## src/rtl/hazard_ctrl_mc_if.sv

```systemverilog
// Hazard controller bus: register addresses and control flags coming from the
// datapath, plus forwarding selects and stall/flush enables going back to it.
// master = datapath side, slave = hazard controller side.
interface hazard_ctrl_mc_if #(
  parameter int REG_AW = 5
);
  logic [REG_AW-1:0] rs1_d, rs2_d;
  logic [REG_AW-1:0] rs1_e, rs2_e;
  logic [REG_AW-1:0] rd_e, rd_m, rd_w;
  logic              reg_write_m, reg_write_w;
  logic [1:0]        result_src_e;
  logic              pc_src_e;
  logic              mc_start_e;
  logic              mc_done;
  logic [1:0]        forward_a_e, forward_b_e;
  logic              stall_f, stall_d, stall_e;
  logic              flush_d, flush_e, flush_m;

  modport master (
    output rs1_d, rs2_d, rs1_e, rs2_e, rd_e, rd_m, rd_w,
    output reg_write_m, reg_write_w, result_src_e, pc_src_e, mc_start_e, mc_done,
    input  forward_a_e, forward_b_e,
    input  stall_f, stall_d, stall_e, flush_d, flush_e, flush_m
  );

  modport slave (
    input  rs1_d, rs2_d, rs1_e, rs2_e, rd_e, rd_m, rd_w,
    input  reg_write_m, reg_write_w, result_src_e, pc_src_e, mc_start_e, mc_done,
    output forward_a_e, forward_b_e,
    output stall_f, stall_d, stall_e, flush_d, flush_e, flush_m
  );
endinterface

```

## src/rtl/hazard_ctrl_mc.sv

```systemverilog
// Pipeline hazard controller for a 5-stage RV32I core.
// Forwarding selects, load-use stalls stretched to LOAD_LAT bubbles, branch
// flushes and a MUL/DIV stall handshake. State and counter are registered,
// all stall/flush/forward outputs are combinational.
// Optional feature macro: HAZARD_PERF_CNT_EN adds saturating stall_cyc and
// flush_cyc performance counters as extra output ports.
module hazard_ctrl_mc #(
  parameter int REG_AW   = 5,
  parameter int LOAD_LAT = 1,
  parameter int CNT_W    = 32
) (
  input  logic             clk,
  input  logic             rst,
  hazard_ctrl_mc_if.slave  hz
`ifdef HAZARD_PERF_CNT_EN
  ,
  output logic [CNT_W-1:0] stall_cyc,
  output logic [CNT_W-1:0] flush_cyc
`endif
);

  localparam int LC_W = $clog2(LOAD_LAT + 1);

  typedef enum logic [1:0] {
    IDLE    = 2'd0,
    LD_WAIT = 2'd1,
    MC_BUSY = 2'd2
  } state_e;

  state_e            state_q, state_d;
  logic [LC_W-1:0]   cnt_q, cnt_d;
  logic              ld_hit;
  logic              br_flush;

  // Pick the forwarding source for one Execute operand; M beats W, x0 never forwards.
  function automatic logic [1:0] fwd_sel(input logic [REG_AW-1:0] rs,
                                         input logic [REG_AW-1:0] rd_m,
                                         input logic              we_m,
                                         input logic [REG_AW-1:0] rd_w,
                                         input logic              we_w);
    if (we_m && (rd_m != '0) && (rd_m == rs))      return 2'b10;
    else if (we_w && (rd_w != '0) && (rd_w == rs)) return 2'b01;
    else                                           return 2'b00;
  endfunction

  // Forwarding selects, forced to register-file source while in reset.
  always_comb begin
    hz.forward_a_e = 2'b00;
    hz.forward_b_e = 2'b00;
    if (!rst) begin
      hz.forward_a_e = fwd_sel(hz.rs1_e, hz.rd_m, hz.reg_write_m, hz.rd_w, hz.reg_write_w);
      hz.forward_b_e = fwd_sel(hz.rs2_e, hz.rd_m, hz.reg_write_m, hz.rd_w, hz.reg_write_w);
    end
  end

  assign ld_hit = (hz.result_src_e == 2'b01) && (hz.rd_e != '0) &&
                  ((hz.rd_e == hz.rs1_d) || (hz.rd_e == hz.rs2_d));

  // Next-state and stall/flush decode; outputs stay low throughout reset.
  always_comb begin
    // NOTE: every output of this block gets a default first so no path leaves it unassigned (no latches).
    state_d    = state_q;
    cnt_d      = cnt_q;
    hz.stall_f = 1'b0;
    hz.stall_d = 1'b0;
    hz.stall_e = 1'b0;
    hz.flush_d = 1'b0;
    hz.flush_e = 1'b0;
    hz.flush_m = 1'b0;
    br_flush   = 1'b0;
    if (!rst) begin
      unique case (state_q)
        IDLE: begin
          if (hz.pc_src_e) begin
            // Taken branch squashes whatever hazard the wrong-path instructions raised.
            hz.flush_d = 1'b1;
            hz.flush_e = 1'b1;
            br_flush   = 1'b1;
          end else if (hz.mc_start_e) begin
            hz.stall_f = 1'b1;
            hz.stall_d = 1'b1;
            hz.stall_e = 1'b1;
            hz.flush_m = 1'b1;
            state_d    = MC_BUSY;
          end else if (ld_hit) begin
            hz.stall_f = 1'b1;
            hz.stall_d = 1'b1;
            hz.flush_e = 1'b1;
            if (LOAD_LAT > 1) begin
              state_d = LD_WAIT;
              cnt_d   = LC_W'(LOAD_LAT - 1);
            end
          end
        end
        LD_WAIT: begin
          // E already holds a bubble, so a pc_src_e here cannot be real.
          hz.stall_f = 1'b1;
          hz.stall_d = 1'b1;
          hz.flush_e = 1'b1;
          cnt_d      = cnt_q - LC_W'(1);
          if (cnt_q == LC_W'(1)) state_d = IDLE;
        end
        MC_BUSY: begin
          if (hz.mc_done) begin
            state_d = IDLE;
          end else begin
            hz.stall_f = 1'b1;
            hz.stall_d = 1'b1;
            hz.stall_e = 1'b1;
            hz.flush_m = 1'b1;
          end
        end
        default: state_d = IDLE;
      endcase
    end
  end

  // State and load-wait counter registers; reset aborts any stall in progress.
  always_ff @(posedge clk or posedge rst) begin
    if (rst) begin
      state_q <= IDLE;
      cnt_q   <= '0;
    end else begin
      // NOTE: sequential state uses non-blocking assignments so all flops update together at the edge.
      state_q <= state_d;
      cnt_q   <= cnt_d;
    end
  end

`ifdef HAZARD_PERF_CNT_EN
  logic [CNT_W-1:0] stall_cyc_q, stall_cyc_d;
  logic [CNT_W-1:0] flush_cyc_q, flush_cyc_d;

  // Saturating increments for the performance counters.
  always_comb begin
    stall_cyc_d = stall_cyc_q;
    flush_cyc_d = flush_cyc_q;
    if (hz.stall_d && (stall_cyc_q != '1)) stall_cyc_d = stall_cyc_q + CNT_W'(1);
    if (br_flush   && (flush_cyc_q != '1)) flush_cyc_d = flush_cyc_q + CNT_W'(1);
  end

  // Performance counter registers.
  always_ff @(posedge clk or posedge rst) begin
    if (rst) begin
      stall_cyc_q <= '0;
      flush_cyc_q <= '0;
    end else begin
      stall_cyc_q <= stall_cyc_d;
      flush_cyc_q <= flush_cyc_d;
    end
  end

  assign stall_cyc = stall_cyc_q;
  assign flush_cyc = flush_cyc_q;
`endif

endmodule
```

## src/flat_wrapper.sv

```systemverilog
// flat-port wrapper written by rule: the top's interface ports become plain ports
module hazard_ctrl_mc_flat 
#(
  parameter int REG_AW   = 5,
  parameter int LOAD_LAT = 1,
  parameter int CNT_W    = 32
)
  (clk, rst, hz_rs1_d, hz_rs2_d, hz_rs1_e, hz_rs2_e, hz_rd_e, hz_rd_m, hz_rd_w, hz_reg_write_m, hz_reg_write_w, hz_result_src_e, hz_pc_src_e, hz_mc_start_e, hz_mc_done, hz_forward_a_e, hz_forward_b_e, hz_stall_f, hz_stall_d, hz_stall_e, hz_flush_d, hz_flush_e, hz_flush_m);
  hazard_ctrl_mc_if #(.REG_AW(REG_AW)) hz_i ();
  input  logic clk;
  input  logic rst;
  input wire logic [$bits(hz_i.rs1_d)-1:0] hz_rs1_d;
  input wire logic [$bits(hz_i.rs2_d)-1:0] hz_rs2_d;
  input wire logic [$bits(hz_i.rs1_e)-1:0] hz_rs1_e;
  input wire logic [$bits(hz_i.rs2_e)-1:0] hz_rs2_e;
  input wire logic [$bits(hz_i.rd_e)-1:0] hz_rd_e;
  input wire logic [$bits(hz_i.rd_m)-1:0] hz_rd_m;
  input wire logic [$bits(hz_i.rd_w)-1:0] hz_rd_w;
  input wire logic [$bits(hz_i.reg_write_m)-1:0] hz_reg_write_m;
  input wire logic [$bits(hz_i.reg_write_w)-1:0] hz_reg_write_w;
  input wire logic [$bits(hz_i.result_src_e)-1:0] hz_result_src_e;
  input wire logic [$bits(hz_i.pc_src_e)-1:0] hz_pc_src_e;
  input wire logic [$bits(hz_i.mc_start_e)-1:0] hz_mc_start_e;
  input wire logic [$bits(hz_i.mc_done)-1:0] hz_mc_done;
  output wire logic [$bits(hz_i.forward_a_e)-1:0] hz_forward_a_e;
  output wire logic [$bits(hz_i.forward_b_e)-1:0] hz_forward_b_e;
  output wire logic [$bits(hz_i.stall_f)-1:0] hz_stall_f;
  output wire logic [$bits(hz_i.stall_d)-1:0] hz_stall_d;
  output wire logic [$bits(hz_i.stall_e)-1:0] hz_stall_e;
  output wire logic [$bits(hz_i.flush_d)-1:0] hz_flush_d;
  output wire logic [$bits(hz_i.flush_e)-1:0] hz_flush_e;
  output wire logic [$bits(hz_i.flush_m)-1:0] hz_flush_m;
  assign hz_i.rs1_d = hz_rs1_d;
  assign hz_i.rs2_d = hz_rs2_d;
  assign hz_i.rs1_e = hz_rs1_e;
  assign hz_i.rs2_e = hz_rs2_e;
  assign hz_i.rd_e = hz_rd_e;
  assign hz_i.rd_m = hz_rd_m;
  assign hz_i.rd_w = hz_rd_w;
  assign hz_i.reg_write_m = hz_reg_write_m;
  assign hz_i.reg_write_w = hz_reg_write_w;
  assign hz_i.result_src_e = hz_result_src_e;
  assign hz_i.pc_src_e = hz_pc_src_e;
  assign hz_i.mc_start_e = hz_mc_start_e;
  assign hz_i.mc_done = hz_mc_done;
  assign hz_forward_a_e = hz_i.forward_a_e;
  assign hz_forward_b_e = hz_i.forward_b_e;
  assign hz_stall_f = hz_i.stall_f;
  assign hz_stall_d = hz_i.stall_d;
  assign hz_stall_e = hz_i.stall_e;
  assign hz_flush_d = hz_i.flush_d;
  assign hz_flush_e = hz_i.flush_e;
  assign hz_flush_m = hz_i.flush_m;
  hazard_ctrl_mc #(.REG_AW(REG_AW), .LOAD_LAT(LOAD_LAT), .CNT_W(CNT_W)) u_core (.clk(clk), .rst(rst), .hz(hz_i));
endmodule
```

## config.mk

```make
export PLATFORM = sky130hd
export DESIGN_NAME = hazard_ctrl_mc_flat
export DESIGN_NICKNAME = d
export VERILOG_FILES = /design/src/rtl/hazard_ctrl_mc_if.sv /design/src/rtl/hazard_ctrl_mc.sv /design/src/flat_wrapper.sv
export SDC_FILE = /design/constraint.sdc
export NUM_CORES = 1
export LEC_CHECK = 0
export ABC_AREA = 1
export BUFFER_PORTS_ARGS = -buffer_cell sky130_fd_sc_hd__buf_2
export CAP_MARGIN = 30
export CORE_ASPECT_RATIO = 0.9
export CORE_MARGIN = 2
export CORE_UTILIZATION = 34
export DETAILED_ROUTE_END_ITERATION = 10
export PLACE_DENSITY = 0.76
export SLEW_MARGIN = 5
export SYNTH_ARGS = -nofsm -noshare
export SYNTH_HDL_FRONTEND = slang
export SYNTH_SLANG_ARGS = --single-unit
```

## constraint.sdc

```tcl
create_clock -name clk -period 1 [get_ports clk]
set_input_delay 0.15 -clock clk [delete_from_list [all_inputs] [get_ports clk]]
set_output_delay 0.15 -clock clk [all_outputs]
set_load 0.02 [all_outputs]
```

==> metrics.md, run 1 <==
| Metric | Value |
|---|---|
| Status | finished with violations |
| Failing checks | negative setup slack |
| Yosys reg bits | 1 |
| VDD IR max | 311 uV |
| Vias in the first global route | 906 |
| Wirelength per Cell | around 13 um |
| Non-Filler Instances | between 200 and 250 |
| Setup violators final | 11 |
| DP Cell Count | 203 |
| Post-synthesis cell count | 121 |
| Ant diodes | 0 |
| First-pass GRT wire length | 3570 um |
| Crit path launch type | flip-flop |
| DRC violations left | 0 |
| Hold WC Path Type | input pin to async pin |
| Clock latency at the later pin of the worst-skew pair | 0 ns |
| Ys Warns | 0 |
| Max Cap Violations | 0 |
| Post-Route WL | 2650 um |
| P_leak | 0.000751 uW |
| CTS clk-pin slew, worst paths | 0 ns |
| Vias per inst | 4.81 |
| Post-synth cell types | 20 |
| Die width | 49.4 um |
| Minimum clock period | 1.22 ns |
| CP max FO | 3 |
| Power Density | 532 nW/um2 |
| Via count | around 1000 |
| Die area | roughly 2200 um2 |
| CP Class | flip-flop to output pin |
| Initial Util | 36.7% |
| Layout cell share with drive strength beyond 1 | 57.9% |
| RD Place Congestion | between 0.8 and 0.9 |
| Drt pass-1 iters | 4 |
| Clock Skew | 0 ns |
| Nets | roughly 230 |
| Largest net degree at the start of global routing | 7 |
| Rows | 14 |
| Area share of the largest cell type after synthesis | approximately 17% |
| Initial antenna violation count | 0 |
| Seq/Total Area, Yosys | 3.97% |
| Register Area | 25.0 um2 |
| Final hold slack | about 0.18 ns |
| Core ar. | 1720 um2 |
| Post-DP HPWL | 1700 um |
| Mapped cell area | about 630 um2 |
| Filler cell count in the final layout | 120 |
| Top flop regs | u_core.state_q: 1 flops |
| ANT nets after route | 0 |
| Max reg flops | 1 |
| Arr. time, crit path | 1.07 ns |
| GRT Residual Overflow | 0 |
| Synth top area cells | nand2_1 (17%), xor2_1 (17%), inv_1 (13%) |
| Fin crit share | 122% |
| Slew headroom | 84.1% |
| Async SR Flop Fraction | 100% |
| Total GRT Usage | 20.0% |
| Main synth FF type | dfrtp_1 |
| Biggest register | u_core.state_q |
| Fmax | 817 MHz |
| Port bufs | 53 |
| Post-synth EDFFs | 0 |
| Post-Syn Nets | roughly 170 |
| Die Span Y | roughly 45 um |
| Number of hold buffers added after cts | 0 |
| I/O pin total | 54 |
| Slew @ Worst Pin | 0.238 ns |
| CP required | 0.85 ns |
| Top cell type by total area after synthesis | nand2_1 |
| Starting DRT DRC Count | 18 |
| Final worst slack | -0.224 ns |
| Max Slew Vio Count | 0 |
| Hold violation total from the final report | 0 |
| CP Capture Type | output pin |
| Multi-input combinational cell area | 664 um2 |
| RSZ-0062 raised after global routing | yes |
| Design Power | 749 uW |
| Syn_area_per_cell | 5.21 um2 |
| Area delta synth->final | 123% |
-- repair_timing --
item,in CTS,in global routing
gates resized for setup,52,53
buffers inserted,3,1
setup endpoints to repair,10,11
pin swaps,31,36
-- stage by stage --
stage	worst slack [ns]	instance area, um2	TNS, ns	utilization (%)
after floorplan	-0.272	666	-0.580	-
after global placement	-0.207	995	-1.44	57.9
after detailed placement	-0.236	995	-1.64	57.9
after CTS	-0.209	1220	-1.47	70.8
after global routing	-0.269	1410	-2.15	82.0
final	-0.224	1410	-1.77	82.0
-- power breakdown --
group	total, uW	internal [uW]	switching, uW	leakage, uW
clock	0	0	0	0
combinational	690	373	317	0.000738
sequential	59.1	48.7	10.5	0.0000124
-- layer usage --
metal | share of wire (%) | wire [um] | GRT usage, %
met4 | 1.4 | 36 | 0.556
met5 | 0 | 0 | 0
met2 | 56 | 1480 | 44.3
met3 | 4.2 | 110 | 0.662
met1 | 38 | 1020 | 22.4
-- cells in the mapped netlist, drive strengths merged, types with 2 or more instances --
cell type  instances
buf                2
nor2              21
xnor2              7
a21oi              5
o21ai              6
xor2              12
nand2             30
nand3              6
inv               23
nor3               4
-- cell type report --
class / count / share of cell area (%)
Multi-Input combinational cell: 95 / 47.2
Inverter: 23 / 6.49
Tap cell: 24 / 2.13
Timing Repair Buffer: 64 / 42.4
Sequential cell: 1 / 1.78
-- logic make-up (layout without fill, tap and decap cells) --
| group | after synthesis | after routing | synth area share, % |
|---|---|---|---|
| flops | 1 | 1 | 3.97 |
| simple gates | 64 | 64 | 42.3 |
| xor+xnor | 19 | 19 | 26.4 |
| compound gates | 12 | 12 | 11.3 |
| buf+inv | 25 | 87 | 16.1 |
-- final timing paths --
path	start	endpoint	slack (ns)	cells after the start
setup / recovery	u_core.state_q[1]	hz_flush_e	-0.22	4
hold / removal	rst	u_core.state_q[1]	0.18	3
setup reg to reg	u_core.state_q[1]	u_core.state_q[1]	-0.09	6
hold reg to reg	u_core.state_q[1]	u_core.state_q[1]	0.69	3
max in group asynchronous	rst	u_core.state_q[1]	0.74	3
min in group clk	rst	u_core.state_q[1]	0.49	3
-- critical path, cell delays in order, from the launching register on --
cell and delay (ns):
dfrtp_1 0.40, buf_4 0.16, a211o_1 0.25, a21oi_4 0.13, buf_6 0.13
-- layout by cell type, fill, tap and decap left out, types with 2 or more instances in the layout --
cell,count
nand2_1,20
nor2_2,6
buf_2,18
nor3_2,3
nor2_4,3
o21ai_1,4
inv_4,2
xnor2_2,4
xor2_2,2
inv_1,15
buf_6,33
nand2_2,10
xnor2_1,3
xor2_1,10
buf_8,5
nor2_1,12
a21oi_4,2
inv_2,6
nand3_1,5
buf_4,8
a21oi_1,2
(Power assumes the default switching activity.)
==> run 2, diff against run 1 <==
--- a/config.mk
+++ b/config.mk
@@ -5,14 +5,13 @@
 export SDC_FILE = /design/constraint.sdc
 export NUM_CORES = 1
 export LEC_CHECK = 0
-export ABC_AREA = 1
 export BUFFER_PORTS_ARGS = -buffer_cell sky130_fd_sc_hd__buf_2
 export CAP_MARGIN = 30
 export CORE_ASPECT_RATIO = 0.9
 export CORE_MARGIN = 2
-export CORE_UTILIZATION = 34
+export CORE_UTILIZATION = 31
 export DETAILED_ROUTE_END_ITERATION = 10
-export PLACE_DENSITY = 0.76
+export PLACE_DENSITY = 0.74
 export SLEW_MARGIN = 5
 export SYNTH_ARGS = -nofsm -noshare
 export SYNTH_HDL_FRONTEND = slang
==> metrics.md, run 2 <==
| Metric | Value |
|---|---|
| Minimum clock period | 1.58 ns |
| Setup violators final | 11 |
| Top cell type by total area after synthesis | xor2_1 |
| Filler cell count in the final layout | 114 |
| Seq/Total Area, Yosys | 4.66% |
| CP Capture Type | output pin |
| Failing checks | negative setup slack |
| Dpl ws | -0.654 ns |
| Most frequent cells in the layout | buf_2 (36), buf_4 (30), xor2_1 (17), buf_6 (16), xnor2_1 (12) |
| Via count | 834 |
| Max reg flops | 1 |
| R2R Setup Slk | -0.22 ns |
| CP Class | input pin to output pin |
| Arr. time, crit path | 1.43 ns |
| Total GRT Usage | between 20% and 30% |
| Ant diodes | 0 |
| Max Cap Violations | 0 |
| Die width | 47.9 um |
| Non-Filler Instances | roughly 180 |
| Vias in the first global route | approximately 900 |
| CP max FO | 3 |
| Wirelength per Cell | 14.1 um |
| Post-synth top cells | xor2_1 (18), xnor2_1 (12), nor2_1 (6), nor3_1 (5), or4_1 (5) |
| Slew headroom | 78.4% |
| Post-synth EDFFs | 0 |
| Area share of the largest cell type after synthesis | 29.4% |
| Most common cell in the netlist | xor2_1 |
| GRT Residual Overflow | 0 |
| Placed instance area | between 1000 and 1500 um2 |
| Starting DRT DRC Count | 0 |
| Top flop regs | u_core.state_q: 1 flops |
| Slew @ Worst Pin | 0.324 ns |
| Final worst slack | -0.579 ns |
| DRC violations left | 0 |
| Post-synthesis cell count | 73 |
| Die area | about 2100 um2 |
| Crit path launch type | input pin |
| Hold violation total from the final report | 0 |
| Worst path cell trace | buf_6, or4_4, o21ai_4, buf_6, nor3_2, nor3_2, buf_4 |
| Ys Warns | 0 |
| Initial antenna violation count | 0 |
| VDD IR max | 291 uV |
| CP required | 0.85 ns |
| Rows | 14 |
| Drt pass-1 iters | 1 |
| Status | finished with violations |
| Number of hold buffers added after cts | 0 |
| Mapped cell area | between 500 and 600 um2 |
| Critical Path Start | hz_rd_m[4] |
| Synth top area cells | xor2_1 (29%), xnor2_1 (20%), or4_1 (7.0%) |
| I/O pin total | 54 |
| P_leak | 0.000602 uW |
| Final Core Density | 80.7% |
| Async SR Flop Fraction | between 90% and 100% |
| Commonest non-fill, non-tap cell in the layout | buf_2 |
| Port bufs | 53 |
| Nets | 198 |
| RSZ-0062 raised after global routing | yes |
| CTS clk-pin slew, worst paths | 0 ns |
| Largest net degree at the start of global routing | 5 |
| Fmax | 633 MHz |
| Initial Util | 32.6% |
| Layout cell share with drive strength beyond 1 | between 70 and 80% |
| Power Density | 519 nW/um2 |
| RD Place Congestion | 0.854 |
| Clock Skew | 0 ns |
| DP Cell Count | 172 |
| Max Slew Vio Count | 0 |
| Final Instance Area | 1330 um2 |
| Vias per inst | 4.74 |
| Worst R2R Start | u_core.state_q[1] |
| Main synth FF type | dfrtp_1 |
| Core ar. | between 1500 and 2000 um2 |
| R2R cell count | 5 |
| Final hold slack | 0.123 ns |
| Crit-path slowest cell | or4_4 |
| Biggest register | u_core.state_q |
| Fin crit share | 158% |
| Area delta synth->final | 148% |
| Yosys reg bits | 1 |
| Post-DP HPWL | 1700 um |
| Clock latency at the later pin of the worst-skew pair | 0 ns |
| Post-Syn Nets | 117 |
| Die Span Y | approximately 43 um |
| Post-synth cell types | 25 |
| First-pass GRT wire length | between 3000 and 4000 um |
| RR Endpoint | u_core.state_q[1] |
| Post-Route WL | 2470 um |
| ANT nets after route | 0 |
| Max incr delay on CP | 0.54 ns |
| Hold WC Path Type | input pin to async pin |
| Crit path to | hz_forward_a_e[0] |
| Syn_area_per_cell | about 7.4 um2 |
[run 2: worst min-delay path by stage]
stage               from           endpoint  slack (ns)  depth (start not counted)
global placement     rst  u_core.state_q[1]        0.14                          3
finish               rst  u_core.state_q[1]        0.12                          3
detailed placement   rst  u_core.state_q[1]        0.14                          3
global route         rst  u_core.state_q[1]        0.13                          3
floorplan            rst  u_core.state_q[1]        0.08                          2
CTS                  rst  u_core.state_q[1]        0.12                          3
[run 2: power breakdown]
part | internal [uW] | switching, uW | leakage [uW]
Combinational | 337 | 296 | 0.000591
Clock | 0 | 0 | 0
Sequential | 48.1 | 9.66 | 0.0000115
Total | 385 | 306 | 0.000602
[run 2: metal layers]
metal | global-route usage [%] | wire length, um | vias to the layer above
met3 | 2.08 | 72 | 6
li1 | - | - | 414
met5 | 0 | 0 | -
met2 | 45.6 | 1390 | 23
met4 | 6.49 | 61 | 0
met1 | 24.6 | 950 | 391
[run 2: logic make-up after synthesis]
logic type / after synthesis / synth area share, %
XOR/XNOR: 30 / 49.0
AND/OR/NAND/NOR: 28 / 29.6
AO/OA/AOI/OAI: 9 / 11.9
buffers and inverters: 5 / 4.89
flip-flops: 1 / 4.66
[run 2: area by class of cell]
class	instances	area [um2]	area share, %
inverter	2	7.51	0.565
multi-input combinational	67	679	51.1
timing repair buffer	82	586	44.1
sequential	1	26.3	1.98
tap	24	30.0	2.26
[run 2: repair_timing]
action / in CTS / in global routing
setup endpoints to repair: 11 / 11
setup buffers: 1 / 4
resized for setup: 37 / 20
endpoints found under the hold margin: 0 / 0
pin swaps: 17 / 11
[run 2: through the flow]
step                total power, uW  setup TNS (ns)
finish                          690           -4.22
global route                    732           -4.58
CTS                             610           -3.79
detailed placement              526           -4.10
global placement                515           -3.86
floorplan                       285           -2.63
[run 2: worst max-delay path: cells and delay by family]
family / cells / cell delay [ns]
buffers and inverters: 3 / 0.38
AO/OA/AOI/OAI: 1 / 0.19
AND/OR/NAND/NOR: 3 / 0.70
